--- src/rtl/contador_pkg.sv ---
// Shared types for the up/down sweep counter: operating modes and dwell counter width.
package contador_pkg;

  typedef enum logic [1:0] {
    BOUNCE    = 2'b00,
    UP_WRAP   = 2'b01,
    DOWN_WRAP = 2'b10,
    FREEZE    = 2'b11
  } mode_e;

  localparam int DWELL_W = 8;

endpackage

--- src/rtl/contador_dwell.sv ---
// Loadable down-counter that holds the sweep at an endpoint; busy doubles as HOLD.
module contador_dwell
  import contador_pkg::*;
(
  input  logic               CLK,
  input  logic               r,
  input  logic               en,
  input  logic               clr,
  input  logic               load,
  input  logic [DWELL_W-1:0] load_val,
  output logic               busy
);

  logic [DWELL_W-1:0] cnt;

  // A fresh arrival wins over a clear issued on the same edge (e.g. mode change that lands on an endpoint).
  always_ff @(posedge CLK) begin
    if (r) begin
      cnt <= '0;
    end else if (en) begin
      if (load) begin
        cnt <= load_val;
      end else if (clr) begin
        cnt <= '0;
      end else if (cnt != '0) begin
        cnt <= cnt - 1'b1;
      end
    end
  end

  assign busy = (cnt != '0);

endmodule

--- src/rtl/contador_vaivem.sv ---
// Up/down sweep counter with run-time bounds, bounce/wrap/freeze modes and endpoint dwell.
module contador_vaivem
  import contador_pkg::*;
#(
  parameter int WIDTH = 4,
  parameter int DWELL = 1
) (
  input  logic             CLK,
  input  logic             R,
  input  logic             EN,
  input  logic [1:0]       MODE,
  input  logic [WIDTH-1:0] LO,
  input  logic [WIDTH-1:0] HI,
  output logic [WIDTH-1:0] O,
  output logic             DIR,
  output logic             EDGE,
  output logic             HOLD
);

  localparam logic [DWELL_W-1:0] DWELL_V = DWELL_W'(DWELL);

  mode_e            mode_in;
  mode_e            mode_q;
  logic             mode_chg;
  logic             degen;
  logic             out_rng;
  logic             dwelling;
  logic             bnc_up;
  logic [WIDTH-1:0] o_inc;
  logic [WIDTH-1:0] o_dec;

  logic [WIDTH-1:0] o_nxt;
  logic             dir_nxt;
  logic             edge_nxt;
  logic             dw_load;
  logic             dw_clr;

  assign mode_in  = mode_e'(MODE);
  assign mode_chg = (mode_in != mode_q);
  assign degen    = (LO >= HI);
  assign out_rng  = (O < LO) || (O > HI);
  assign dwelling = HOLD && !mode_chg;
  assign o_inc    = O + 1'b1;
  assign o_dec    = O - 1'b1;

  // In bounce, a value parked on the far endpoint (e.g. after a mode switch) turns around instead of overrunning.
  assign bnc_up = DIR ? (O == LO) : (O != HI);

  always_comb begin
    o_nxt    = O;
    dir_nxt  = DIR;
    edge_nxt = 1'b0;
    dw_load  = 1'b0;
    dw_clr   = 1'b0;
    if (degen) begin
      o_nxt   = LO;
      dir_nxt = 1'b0;
      dw_clr  = 1'b1;
    end else if (mode_in == FREEZE) begin
      dw_clr = 1'b1;
    end else if (out_rng) begin
      dw_clr = 1'b1;
      if (mode_in == DOWN_WRAP) begin
        o_nxt   = HI;
        dir_nxt = 1'b1;
      end else begin
        o_nxt   = LO;
        dir_nxt = 1'b0;
      end
    end else if (!dwelling) begin
      dw_clr = mode_chg;
      case (mode_in)
        BOUNCE: begin
          if (bnc_up) begin
            o_nxt    = o_inc;
            dir_nxt  = (o_inc == HI);
            edge_nxt = (o_inc == HI);
          end else begin
            o_nxt    = o_dec;
            dir_nxt  = (o_dec != LO);
            edge_nxt = (o_dec == LO);
          end
        end
        UP_WRAP: begin
          dir_nxt = 1'b0;
          if (O == HI) begin
            o_nxt = LO;
          end else begin
            o_nxt    = o_inc;
            edge_nxt = (o_inc == HI);
          end
        end
        DOWN_WRAP: begin
          dir_nxt = 1'b1;
          if (O == LO) begin
            o_nxt = HI;
          end else begin
            o_nxt    = o_dec;
            edge_nxt = (o_dec == LO);
          end
        end
        default: begin
        end
      endcase
      dw_load = edge_nxt;
    end
  end

  always_ff @(posedge CLK) begin
    if (R) begin
      O      <= '0;
      DIR    <= 1'b0;
      EDGE   <= 1'b0;
      mode_q <= BOUNCE;
    end else if (EN) begin
      O      <= o_nxt;
      DIR    <= dir_nxt;
      EDGE   <= edge_nxt;
      mode_q <= mode_in;
    end else begin
      EDGE <= 1'b0;
    end
  end

  contador_dwell u_dwell (
    .CLK      (CLK),
    .r        (R),
    .en       (EN),
    .clr      (dw_clr),
    .load     (dw_load),
    .load_val (DWELL_V),
    .busy     (HOLD)
  );

endmodule

--- config.mk ---
export PLATFORM = sky130hd
export DESIGN_NAME = contador_vaivem
export DESIGN_NICKNAME = d
export VERILOG_FILES = /design/src/rtl/contador_pkg.sv /design/src/rtl/contador_dwell.sv /design/src/rtl/contador_vaivem.sv
export SDC_FILE = /design/constraint.sdc
export NUM_CORES = 1
export LEC_CHECK = 0
export ABC_AREA = 1
export CORE_UTILIZATION = 40
export DETAILED_ROUTE_END_ITERATION = 10
export PLACE_DENSITY = 0.7
export SYNTH_ARGS = -nofsm -noshare
export SYNTH_HDL_FRONTEND = slang
export SYNTH_SLANG_ARGS = --single-unit
--- constraint.sdc ---
create_clock -name CLK -period 2.6 [get_ports CLK]
set_input_delay 0.65 -clock CLK [delete_from_list [all_inputs] [get_ports CLK]]
set_output_delay 0.65 -clock CLK [all_outputs]
set_load 0.005 [all_outputs]
Yosys cells after proc, flatten, opt, wreduce, memory -nomap -nowiden
Cells that the tools add are included.

word-level totals
  input port bits = 13
  output and inout port bits = 7
  bits in registers = 16
  word-level logic and storage cells = 66

cells by class
  bitwise operators = 1
  mux-type cells = 32
  reductions and logical operators = 10
  add/sub/neg operators = 3
  equality and inequality tests = 12
  order comparisons = 3

operators with widths
  kind                                                                    number
  4-bit 2-to-1 mux                                                        8
  8-bit 2-to-1 mux                                                        3
  1-bit 2-to-1 mux                                                        18
  4-bit equality test                                                     4
  4-bit one-hot mux with 3 select lines                                   1
  4-bit != test                                                           2
  8-bit nonzero test                                                      1
  8-bit by 1-bit subtractor with 8-bit output (second input constant)     1
  1-bit one-hot mux with 3 select lines                                   2
  5-bit nonzero test                                                      1
  4-bit by 1-bit adder with 4-bit output (second input constant)          1
  2-bit equality test (second input constant)                             2
  4-bit greater-or-equal comparator                                       1
  4-bit > comparator                                                      1
  4-bit less-than comparator                                              1
  4-bit AND reduction                                                     1
  4-bit by 1-bit subtractor with 4-bit output (second input constant)     1
  3-bit != test (second input constant)                                   1
  3-bit nonzero test                                                      1
  2-bit by 1-bit equality test with 1-bit output (second input constant)  1
  2-bit logical NOT                                                       1
  2-bit != test                                                           1
  2-bit != test (second input constant)                                   1
  2-bit AND reduction                                                     1
  5 further kinds                                                         5

Depth between registers and ports, before layout
Gate-level depths: netlist (run 1).

  depth in word-level cells = 10
  gate-level depth with buffers = 16
  gate-level depth less buffers = 16

Cells and area by module
A second synthesis (run 1) with hierarchy kept.

unflattened totals
  cell total of the unflattened synthesis = 347
  area total of the unflattened synthesis = 2023.2 um^2

by module, submodules not included
  module           cells each  seq. area each (um^2)  area an instance (um^2)  instances
  contador_vaivem  246         160.2                  1420.1                   1
  contador_dwell   101         160.2                  603.1                    1

Worst setup path before layout (run 1)
No wires, ideal clock.

  kind = input -> register
  from = in HI[3]
  to = reg u_dwell.cnt[3]
  setup time = 0.064 ns
  data arrival time = 2.034 ns
  path slack = 0.502 ns
  data required time = 2.536 ns
  stages on the path = 11
  buffers on the path = 0
  cell sequence = inv_1 -> ha_1 -> a21oi_1 -> nand3_4 -> nor2_4 -> nand2_1 -> nand2_2 -> nand2_2 -> nand2_1 -> clkinv_1 -> nor2_1

between the ends
  longest elaborated chain between the ends = 10
  elaborated cells on any way between the ends = 21
  classes of those cells = order compare (2); eq/ne (3); mux (13); reduce/logical (3)

ends and longest elaborated chain
  element                                RTL line               text
  start: declaration                     contador_vaivem.sv:13  input logic [WIDTH-1:0] HI,
  4-bit != test                          contador_vaivem.sv:47  assign bnc_up = DIR ? (O == LO) : (O != HI);
  1-bit 2-to-1 mux                       contador_vaivem.sv:47
  1-bit 2-to-1 mux                       contador_vaivem.sv:74  if (bnc_up) begin
  1-bit one-hot mux with 3 select lines  contador_vaivem.sv:72  case (mode_in)
  1-bit 2-to-1 mux (2 in a row)          -
  1-bit 2-to-1 mux                       contador_vaivem.sv:59  end else if (mode_in == FREEZE) begin
  1-bit 2-to-1 mux                       -
  3-bit nonzero test (no line)           -
  2-bit AND reduction (no line)          -
  end signal: assignment                 contador_dwell.sv:22   cnt <= load_val;
  end signal: assignment                 contador_dwell.sv:26   cnt <= cnt - 1'b1;
  end: declaration                       contador_dwell.sv:14   logic [DWELL_W-1:0] cnt;

Several ways; a longest one is shown, not always the timed one.
A chain may end at the register's enable or synchronous reset.

Worst setup path in the final report (run 1)
  from = in HI[2]
  to = reg O[3]

between the ends
  longest elaborated chain between the ends = 8
  elaborated cells on any way between the ends = 17
  classes of those cells = order compare (2); eq/ne (4); mux (8); reduce/logical (3)

ends and longest elaborated chain
  element                                RTL line                text
  4-bit != test                          contador_vaivem.sv:47
  1-bit 2-to-1 mux                       contador_vaivem.sv:47
  4-bit 2-to-1 mux                       contador_vaivem.sv:74
  4-bit one-hot mux with 3 select lines  contador_vaivem.sv:72
  4-bit 2-to-1 mux                       contador_vaivem.sv:70   end else if (!dwelling) begin
  4-bit 2-to-1 mux                       contador_vaivem.sv:61   end else if (out_rng) begin
  4-bit 2-to-1 mux                       contador_vaivem.sv:59
  4-bit 2-to-1 mux                       contador_vaivem.sv:55   if (degen) begin
  end signal: assignment                 contador_vaivem.sv:116  O <= o_nxt;
  end: declaration                       contador_vaivem.sv:14   output logic [WIDTH-1:0] O,

Several ways; a longest one is shown, not always the timed one. The select of a mux whose other input is x is not followed.

==> metrics.cfg, run 1 <==
[placement]
pre_cts_ws_ns = -0.316
routabilityCongestion = 0.961
post-dp-hpwl_um = 4180
dp_cells = 406
place_area_sq_um = 2390
placement.io_buffers = 19

[sta]
max_freq_mhz = 402
finalMaxSlewViolations = 0
fin_crit_ns = 2.49
setup_tns_ns = 0
setup_violations = 0
setup_ws_ns = 0.112
maxSlewHeadroom_pct = 67.7
hold_viol = 0
clock_skew_ns = 0.00392
tightest_slew_ns = 0.484
fin_crit_sh_pct = 95.7

[worst_setup_path]
setup.worst_path.start = HI[2]
worstPathArrival_ns = 2.64
crit-reg2reg-capture = O[3]
reg2regPathDepth = 14
reg2reg_slack_ns = 0.44
crit_top_cell = nor2_1
r2r-start = O[1]
path_class = input port to register
cp-end-kind = register
crit_slowest_cell = clkdlybuf4s50_1
critical-path-top-delay-family = buffers and inverters
cp_cell_sequence = clkdlybuf4s50_1 -> inv_2 -> buf_4 -> ha_1 -> nand4_1 -> nand3_4 -> nor2_2 -> nand2_1 -> nand3_2 -> inv_4 -> o21ai_1 -> nor2_1 -> nor2_1
cp_max_fo = 7
cp_num_buf_inv = 4
slowest_delay_ns = 0.49
critPathLaunchType = input port
crit_end = O[3]
cp.depth = 13
cp_data_required_time_ns = 2.75

[synth]
synthCells = 308
yosys-top-cells-area = dfxtp_1, nand2_1, ha_1, nand3_1, inv_1
synth_nets = 340
ys_types = 32
ys_ff_latch = 16
syn_area_sq_um = 1920
synth-seq-area-share_pct = 16.6
synth_top_area_share_pct = 16.6
synth_area_leader_cell = dfxtp_1
yosysWarnings = 0
syn_avg_cell_area_sq_um = 6.25

[floorplanning]
fp.dieH_um = 71.4
start_util_pct = 43.0
coreArea_sq_um = 4470
num_io_pins = 20
num_rows = 24
fp.dieW_um = 71.4
dieArea_sq_um = 5090

[finish]
layout_common_cells = nand2_1, nand3_1, inv_1, buf_4, a21oi_1
instances_no_fill = 411
syn_to_final_growth_pct = 30.2
antenna_cells = 0
drive_above_1_share_pct = 22.3
layout_commonest_cell = nand2_1
fin_nets = 392
fin_area_sq_um = 2510

[cts]
clockBufferDepth = 2
cts_root_buffer = clkbuf_8
cts_sinks = 16
htreeDepth = 1
cts.clk_slew.worst_paths_ns = 0.07
clk_latency_ns = 0.26
cts_buffers = 3
cts_tree = built

[power_and_ir_drop]
ir_worst_vdd_uv = 194
p_per_area_nw_per_um2 = 428
p_leak_nw = 1.26
p_total_mw = 1.07

[detailed_routing]
vias = 2137
firstDrtPassIters = 4
vias_per_cell = 5.20
routedWlPerCell_um = 12.9
drt_iter0_drc = 228
drcViolationCount = 0
ant_nets = 0
wirelength_um = 5310

[job]
maxCapViolations = 0

[grt]
grt_max_degree = 11
antenna_found_initial = 0
grt_usage_pct = 22.4
overflow = 0
grt_pass1_vias = 1963
grt_pass1_wl_um = 9200

[min_path]
hold_path_class = register to register

[run_status]
status = finished clean

## registers in the layout, summed over array words and instances (netlist names)
signal,cells
EDGE,1
DIR,1
u_dwell.cnt,8
O,4
mode_q,2
## report_power, final
part           total [mW]  switching, mW  internal (mW)
combinational       0.568          0.334          0.234
sequential          0.278         0.0180          0.260
clock               0.227         0.0927          0.135
## worst min-delay path by stage
| stage | startpoint | depth (start not counted) | slack (ns) | endpoint |
|---|---|---|---|---|
| 3_5_place_dp | u_dwell.cnt[0] | 2 | 0.48 | u_dwell.cnt[0] |
| 5_1_grt | u_dwell.cnt[6] | 2 | 0.53 | u_dwell.cnt[6] |
| 4_1_cts | u_dwell.cnt[0] | 2 | 0.49 | u_dwell.cnt[0] |
| 3_3_place_gp | u_dwell.cnt[0] | 2 | 0.47 | u_dwell.cnt[0] |
| 6_report | u_dwell.cnt[0] | 2 | 0.49 | u_dwell.cnt[0] |
| 2_1_floorplan | u_dwell.cnt[0] | 2 | 0.45 | u_dwell.cnt[0] |
## Yosys cell counts (all sizes together)
master	number
buf	3
o21ai	20
nand2	87
clkbuf	2
o211ai	4
a22oi	1
nor4	1
clkinv	2
xor2	7
a21oi	24
nor3	2
nand3	43
ha	19
o22ai	1
nor2	23
o21bai	2
nand4	5
dfxtp	16
inv	46
## cell families (layout without fill, tap and decap cells)
family | Yosys count | count (layout) | share of synthesized area (%)
AOI/OAI and AO/OA | 52 | 52 | 14.9
xor gates and xnor gates | 7 | 7 | 3.19
adders and majority gates | 19 | 19 | 12.4
buffers and inverters | 53 | 104 | 11.0
DFF | 16 | 16 | 16.6
and+or+nand+nor | 161 | 161 | 41.9
## per-stage QoR
| stage | hold WS, ns | utilization [%] |
|---|---|---|
| finish | 0.485 | 56.0 |
| CTS | 0.487 | 54.6 |
| floorplan | 0.453 | - |
| global placement | 0.475 | 53.4 |
| global route | 0.525 | 56.0 |
| detailed placement | 0.475 | 53.4 |
## cell type report
class                      count  area [sq um]
inverter                      48           185
multi-input combinational    239          1440
fill                         423          1970
clock buffer                   4          55.1
tap                           52          65.1
timing repair buffer          52           442
sequential                    16           320
## tightest hold or removal path: stages, from the launching register on
cell and delay (ns):
dfxtp_1 0.33, nor2_1 0.05, nor2_1 0.08
## layer usage
metal | vias up | wire, um | GRT usage (%)
li1 | 1115 | - | -
met1 | 947 | 2580 | 32.6
met2 | 70 | 2320 | 35.8
met3 | 5 | 388 | 4.22
met4 | 0 | 25 | 1.78
met5 | - | 0 | 0
## repair_timing
| item | CTS | global route |
|---|---|---|
| pin swaps | 0 | 5 |
| hold buffers | 0 | 0 |
| buffers inserted | 0 | 1 |
| resized for setup | 1 | 13 |
| setup endpoints to repair | 2 | 14 |
Power figures use the tool's default switching activity.
==> run 2: changes to the inputs <==
Settings changed: CORE_MARGIN set to 2, RECOVER_POWER set to 100.
==> run 2 against run 1 <==
Clock skew shrank 0.0016 ns. Count of clock-buffer cells in the layout is the same. Core utilization shrank 2.8 points. Register-to-register slack lost 0.23 ns. Total power shrank 0.29%. Die area grew 5.7%. Sequential power grew 1%.
==> metrics.cfg, run 2 (synthesis results as in run 1) <==
[worst_setup_path]
setup.worst_path.start = u_dwell.cnt[0]
critical-path-top-delay-family = buffers and inverters
cp-end-kind = output pin
cp_max_fo = 4
critPathLaunchType = register
crit_slowest_cell = dlygate4sd3_1
cp_cell_sequence = inv_1 -> ha_1 -> nand2_1 -> nor2_4 -> nand4_2 -> dlygate4sd3_1
cp_data_required_time_ns = 1.95
slowest_delay_ns = 0.62
worstPathArrival_ns = 1.84
cp_num_buf_inv = 2
path_class = register to output pin
r2r-start = O[1]

[cts]
cts_root_buffer = clkbuf_8
clk_latency_ns = 0.25
cts_buffers = 3
cts_sinks = 16
cts.clk_slew.worst_paths_ns = 0.06
htreeDepth = 1
cts_tree = built
cts_hold_buf = 0
clockBufferDepth = 2
post-cts-setup-buffers = 0

[sta]
setup_tns_ns = 0
fin_crit_ns = 2.49
tightest_slew_ns = 0.586
max_freq_mhz = 402
maxSlewHeadroom_pct = 61.0
hold_ws_ns = 0.491
finalMaxSlewViolations = 0
setup_violations = 0
clock_skew_ns = 0.00231
fin_crit_sh_pct = 95.7
hold_viol = 0

[finish]
layout_commonest_cell = nand2_1
fin_nets = 389
antenna_cells = 0
nFillCells = 450
largest-register = u_dwell.cnt
layout_common_cells = nand2_1, nand3_1, inv_1
largest_reg_flops = 8
drive_above_1_share_pct = 21.9
largestRegisters = u_dwell.cnt (8), O (4), mode_q (2)
syn_to_final_growth_pct = 29.7
fin_area_sq_um = 2500

[placement]
placement.io_buffers = 19
routabilityCongestion = 0.947
place_area_sq_um = 2380
post-dp-hpwl_um = 4190

[floorplanning]
dieArea_sq_um = 5380
fp.dieW_um = 73.4
num_io_pins = 20
coreArea_sq_um = 4690
num_rows = 25
fp.dieH_um = 73.4
start_util_pct = 41.0

[detailed_routing]
vias_per_cell = 5.22
routedWlPerCell_um = 13.2
drcViolationCount = 0
vias = 2140
drt_iter0_drc = 200
ant_nets = 0
firstDrtPassIters = 5
wirelength_um = 5390

[grt]
antenna_found_initial = 0
overflow = 0
grt_pass1_vias = 1895
grt_max_degree = 10
grt_pass1_wl_um = 8690
grt_usage_pct = 20.2

[job]
maxCapViolations = 0

[power_and_ir_drop]
p_per_area_nw_per_um2 = 429
ir_worst_vdd_uv = 199
p_total_mw = 1.07
p_leak_nw = 1.23

[run_status]
status = finished clean

[min_path]
hold_path_class = register to register
worstHoldStart = u_dwell.cnt[0]

==> run 2: cell types whose count changed in the layout (fill, tap and decap cells not counted), sizes merged <==
cell | before | now
dlygate4sd2 | 1 | 0
clkbuf | 4 | 7
clkdlybuf4s50 | 16 | 13
dlymetal6s2s | 2 | 1
dlygate4sd3 | 0 | 5
buf | 33 | 27
==> run 2: per-layer routing <==
metal  up-vias  part of all wire, %  GRT usage [%]
li1       1106                    -              -
met1       974                   49           30.8
met2        60                   45           31.5
met3         0                  5.8           2.47
met4         0                    0           1.82
met5         -                    0              0
==> run 2: repair_timing <==
item	4_1_cts	5_1_grt
endpoints found under the setup margin	0	13
endpoints found under the hold margin	0	0
gates resized for setup	0	16
==> run 2: layout make-up <==
class / instances / area, sq um / area share, %
sequential: 16 / 320 / 12.8
timing repair buffer: 49 / 410 / 16.4
multi-input combinational: 239 / 1460 / 58.4
tap: 54 / 67.6 / 2.71
clock buffer: 4 / 55.1 / 2.21
inverter: 48 / 185 / 7.42
==> run 2: worst paths after layout <==
path                     to  slack [ns]  cells after the start
max                    HOLD        0.11                      6
max reg2reg  u_dwell.cnt[4]        0.21                     13
min reg2reg  u_dwell.cnt[0]        0.49                      2
min          u_dwell.cnt[0]        0.49                      2
==> run 2: report_power, final <==
group	switching [mW]	internal (mW)
logic	0.338	0.230
registers	0.0221	0.260
clock network	0.0860	0.134
==> run 2: metrics by stage <==
stage	util, %	worst slack [ns]	std cells
after floorplan	-	0.502	308
after global placement	50.7	-0.140	406
after detailed placement	50.7	-0.200	406
after CTS	51.9	0.0562	410
after global routing	53.2	-0.00360	410
final	53.2	0.112	410
==> run 2: worst register-to-register path, delay by kind of cell, from the launching register on <==
kind	cells	cell delay (ns)
fa+ha+maj	1	0.35
simple gates	7	0.65
flops	1	0.35
buf+inv	3	0.65
compound gates	2	0.31
